[config.mk]
export PLATFORM = sky130hd
export DESIGN_NAME = exec_stage
export DESIGN_NICKNAME = d
export VERILOG_FILES = /design/src/rtl/exec_stage_pkg.sv /design/src/rtl/exec_stage_alu_decoder.sv /design/src/rtl/exec_stage.sv
export SDC_FILE = /design/constraint.sdc
export NUM_CORES = 1
export LEC_CHECK = 0
export BUFFER_PORTS_ARGS = -buffer_cell sky130_fd_sc_hd__clkbuf_2
export CAP_MARGIN = 30
export CORE_ASPECT_RATIO = 0.6
export CORE_MARGIN = 2
export CORE_UTILIZATION = 25
export CTS_CLUSTER_DIAMETER = 80
export DETAILED_ROUTE_END_ITERATION = 8
export GPL_TIMING_DRIVEN = 0
export PLACE_DENSITY = 0.48
export SLEW_MARGIN = 30
export SYNTH_ARGS = -nofsm -noshare
export SYNTH_HDL_FRONTEND = slang
export SYNTH_SLANG_ARGS = --single-unit
[constraint.sdc]
create_clock -name clock -period 5.6 [get_ports clock]
set_input_delay 0.84 -clock clock [delete_from_list [all_inputs] [get_ports clock]]
set_output_delay 0.84 -clock clock [all_outputs]
set_load 0.01 [all_outputs]
[src/rtl/exec_stage_pkg.sv]
// Shared constants for the MIPS execute stage:
// ALU control codes, main-control ALU ops and R-type funct values.
package exec_stage_pkg;

    typedef enum logic [3:0] {
        ALU_AND = 4'b0000,
        ALU_OR  = 4'b0001,
        ALU_ADD = 4'b0010,
        ALU_SUB = 4'b0110,
        ALU_SLT = 4'b0111,
        ALU_NOR = 4'b1100
    } alu_ctl_e;

    localparam logic [1:0] AOP_MEM   = 2'b00;
    localparam logic [1:0] AOP_BR    = 2'b01;
    localparam logic [1:0] AOP_RTYPE = 2'b10;
    localparam logic [1:0] AOP_RSVD  = 2'b11;

    localparam logic [5:0] FN_ADD = 6'b100000;
    localparam logic [5:0] FN_SUB = 6'b100010;
    localparam logic [5:0] FN_AND = 6'b100100;
    localparam logic [5:0] FN_OR  = 6'b100101;
    localparam logic [5:0] FN_SLT = 6'b101010;
    localparam logic [5:0] FN_NOR = 6'b100111;

endpackage

[src/rtl/exec_stage_alu_decoder.sv]
// ALU control decoder: maps main-control ALU op and funct
// field to the 4-bit ALU control code.
module alu_decoder
    import exec_stage_pkg::*;
(
    input  logic [1:0] aluOp,
    input  logic [5:0] funcCode,
    output logic [3:0] aluCtl
);

    // Loads/stores and the reserved op add; branches subtract.
    always_comb begin
        aluCtl = ALU_ADD;
        case (aluOp)
            AOP_BR: aluCtl = ALU_SUB;
            AOP_RTYPE: begin
                case (funcCode)
                    FN_ADD:  aluCtl = ALU_ADD;
                    FN_SUB:  aluCtl = ALU_SUB;
                    FN_AND:  aluCtl = ALU_AND;
                    FN_OR:   aluCtl = ALU_OR;
                    FN_SLT:  aluCtl = ALU_SLT;
                    FN_NOR:  aluCtl = ALU_NOR;
                    default: aluCtl = ALU_ADD;
                endcase
            end
            default: aluCtl = ALU_ADD;
        endcase
    end

endmodule

[src/rtl/exec_stage.sv]
// Registered MIPS execute stage: ALU, zero flag, PC+4 and
// branch-target adders, all behind a one-cycle output register.
module exec_stage
    import exec_stage_pkg::*;
#(
    parameter int WIDTH = 32
) (
    input  logic             clock,
    input  logic             resetN,
    input  logic [1:0]       aluOp,
    input  logic [5:0]       funcCode,
    input  logic [WIDTH-1:0] a,
    input  logic [WIDTH-1:0] b,
    input  logic [WIDTH-1:0] pc,
    input  logic [WIDTH-1:0] imm,
    output logic [3:0]       aluCtl,
    output logic [WIDTH-1:0] aluResult,
    output logic             zero,
    output logic [WIDTH-1:0] pcPlus4,
    output logic [WIDTH-1:0] branchTarget
);

    logic [3:0]       w_aluCtl;
    logic [WIDTH-1:0] w_aluResult;
    logic             w_zero;
    logic [WIDTH-1:0] w_pcPlus4;
    logic [WIDTH-1:0] w_branchTarget;

    alu_decoder u_dec (
        .aluOp    (aluOp),
        .funcCode (funcCode),
        .aluCtl   (w_aluCtl)
    );

    // ALU datapath; unknown control codes produce zero.
    always_comb begin
        w_aluResult = '0;
        case (w_aluCtl)
            ALU_AND: w_aluResult = a & b;
            ALU_OR:  w_aluResult = a | b;
            ALU_ADD: w_aluResult = a + b;
            ALU_SUB: w_aluResult = a - b;
            ALU_SLT: w_aluResult = {{(WIDTH-1){1'b0}},
                                    ($signed(a) < $signed(b))};
            ALU_NOR: w_aluResult = ~(a | b);
            default: w_aluResult = '0;
        endcase
    end

    assign w_zero         = (w_aluResult == '0);
    assign w_pcPlus4      = pc + WIDTH'(4);
    // Word offset: the shift drops the top two immediate bits.
    assign w_branchTarget = w_pcPlus4 + (imm << 2);

    // Output register with synchronous active-low clear.
    always_ff @(posedge clock) begin
        if (!resetN) begin
            aluCtl       <= '0;
            aluResult    <= '0;
            zero         <= 1'b0;
            pcPlus4      <= '0;
            branchTarget <= '0;
        end else begin
            aluCtl       <= w_aluCtl;
            aluResult    <= w_aluResult;
            zero         <= w_zero;
            pcPlus4      <= w_pcPlus4;
            branchTarget <= w_branchTarget;
        end
    end

endmodule

==> out/results.ini <==
[global_routing]
grtUsageTotal_pct = 21.1
grt_util_met1_pct = 34.3
grtUsageMet2_pct = 26.9
grt_pass1_vias = 10600
grt_max_degree = 19
grt_busiest_layer = met1
globalRouteOverflowTotal = 0
grt_pass1_wl_um = 68100
use_met3_pct = 5.61
antenna_found_initial = 1

[drt]
wirelength_um = 47200
drtIter0Drc = 1167
wire_per_inst_um = 21.2
dr.pass1.iters = 5
via_per_inst = 5.18
drc = 0
ant_nets = 0
vias = 11600

[sta]
min_period_ns = 4.96
fmax_mhz = 202
fin_setup_tns_ns = 0
fin_crit_sh_pct = 88.5
final_max_slew_viol_count = 0
rsz0062_at_grt = false
finalSetupViolCount = 0
finalHoldViolCount = 0
worstMarginPinSlew_ns = 1.02
setup_ws_ns = 0.645
maxSlewHeadroom_pct = 31.5

[floorplan]
coreArea_um2 = 41700
die_w_um = 269
start_util_pct = 25.2
dieArea_um2 = 43800
fp.dieH_um = 163
pin_count = 239
rows = 58

[worst_hold_path]
hp-class = primary input to register

[clock_network]
cts_resized = 0
cts_root_buf = clkbuf_16
cts_buffer_depth = 2
cts_sinks = 99
cts_buffers = 9
holdBufCountCts = 0
clk_pin_slew_ns = 0.09
cts_setup_buffers = 0
htree_num_levels = 3
cts_tree = done

[critical_path]
worstSetupPathType = primary input to register
cp_data_arrival_time_ns = 5.22
crit_chain = clkbuf_2 -> and3_1 -> and2_1 -> and4_1 -> clkbuf_1 -> nand3_1 -> xnor2_1 -> ha_1 -> a21oi_1 -> nor2b_1 -> nand2b_1 -> a211oi_1 -> o31ai_1 -> a2111oi_0 -> o41ai_1 -> a21o_1 -> a21oi_1 -> xnor2_1 -> nor2_1
start_kind = primary input
critical_path.top_delay_family = compound AO/OA/AOI/OAI gates
worst-endpoint-required_ns = 5.86
path_max_fanout = 5
cp_num_buf_inv = 2
cp_slowest_cell = o31ai_1
endpoint_kind = register
cpPeakStageDelay_ns = 0.89

[finish]
drive_gt1_share_pct = 19.8
final_cell_mix = clkbuf_2, nor2_1, ha_1
ff_latch_area_um2 = 1980
final_nets = 1931
final_common_cell = clkbuf_2
area_growth_pct = 20.8
num-fill-cells = 4611
multi_input_area_um2 = 7830
fin_cells = 2230

[power_and_ir_drop]
power.leakage_uw = 0.00598
vdd_drop_max_mv = 0.114
p_total_uw = 2690
powerDensity_nw_per_um2 = 212

[placement]
dp_slack_ns = 0.451
numPlacedInstances = 2214
port-buffer-count = 236
place_congestion = 0.983
dpl.hpwl_um = 38500

[logic_synthesis]
synth_flop_cell = dfxtp_1
synth_nets = 1684
synth_area_um2 = 10500
yosysWarnings = 0
synthArstFlopShare_pct = 0
synth_edf_count = 0
syn_inst = 1408
yosysSeqAreaShare_pct = 18.8
synth_cell_type_count = 97
synth_area_per_cell_um2 = 7.48
ys_ff_latch = 99

[job]
cap_violations = 0

[status]
outcome = completed

## state kept, by name (all words and copies together), names as in the netlist
signal,cells
pcPlus4,32
branchTarget,30
aluResult,32
zero,1
aluCtl,4
## cell type report
class | instances | share of cell area [%]
repair buffers | 236 | 9.29
clock buffers | 9 | 1.77
diodes | 1 | 0.0197
multi-input cells | 1140 | 61.6
flip-flops and latches | 99 | 15.6
well taps | 570 | 5.61
plain buffers | 59 | 2.48
inverters | 110 | 3.25
clock inverters | 6 | 0.433
## power breakdown
group	leakage [uW]	switching (uW)	internal (uW)
logic	0.00501	785	447
registers	0.000823	22.4	779
clock network	0.000139	346	310
total	0.00598	1150	1540
## cells in the mapped netlist, types with 15 or more instances
cell type	number	area [um^2]
nor2_1	170	638
ha_1	135	1690
a21oi_1	127	636
inv_1	107	402
dfxtp_1	99	1980
nand2_1	97	364
o21ai_0	58	290
and2_1	49	307
xnor2_1	39	342
nor3_1	37	185
a21o_1	34	255
nand3_1	30	150
clkbuf_1	27	101
a211oi_1	24	180
nand2b_1	23	144
xor2_1	18	158
a31oi_1	17	106
and3_1	16	100
nand4_1	16	100
o211ai_1	15	113
## routing by layer
layer | routed length (um) | up-vias
li1 | - | 5533
met1 | 24400 | 5425
met2 | 17300 | 559
met3 | 5050 | 34
met4 | 490 | 0
met5 | 0 | -
## final timing paths
kind,start,endpoint,slack [ns],cells past startpoint
worst max-delay path,pc[4],branchTarget[31],0.64,19
worst min-delay path,pc[0],pcPlus4[0],0.67,2
## cell families after synthesis
group / Yosys count / synth area share (%)
simple gates: 511 / 24.1
compound gates: 421 / 27.6
buf+inv: 169 / 6.89
fa+ha+maj: 138 / 16.6
flops: 99 / 18.8
xor+xnor: 57 / 4.74
mux: 13 / 1.28
## stage by stage
| step | hold WS [ns] | area (um^2) | utilization [%] |
|---|---|---|---|
| 6_report | 0.668 | 12700 | 30.5 |
| 5_1_grt | 0.665 | 12700 | 30.5 |
| 4_1_cts | 0.652 | 12700 | 30.5 |
| 3_5_place_dp | 1.05 | 12400 | 29.8 |
| 3_3_place_gp | 1.05 | 12400 | 29.8 |
| 2_1_floorplan | 0.912 | 10500 | - |
Power figures use the tool's default switching activity.
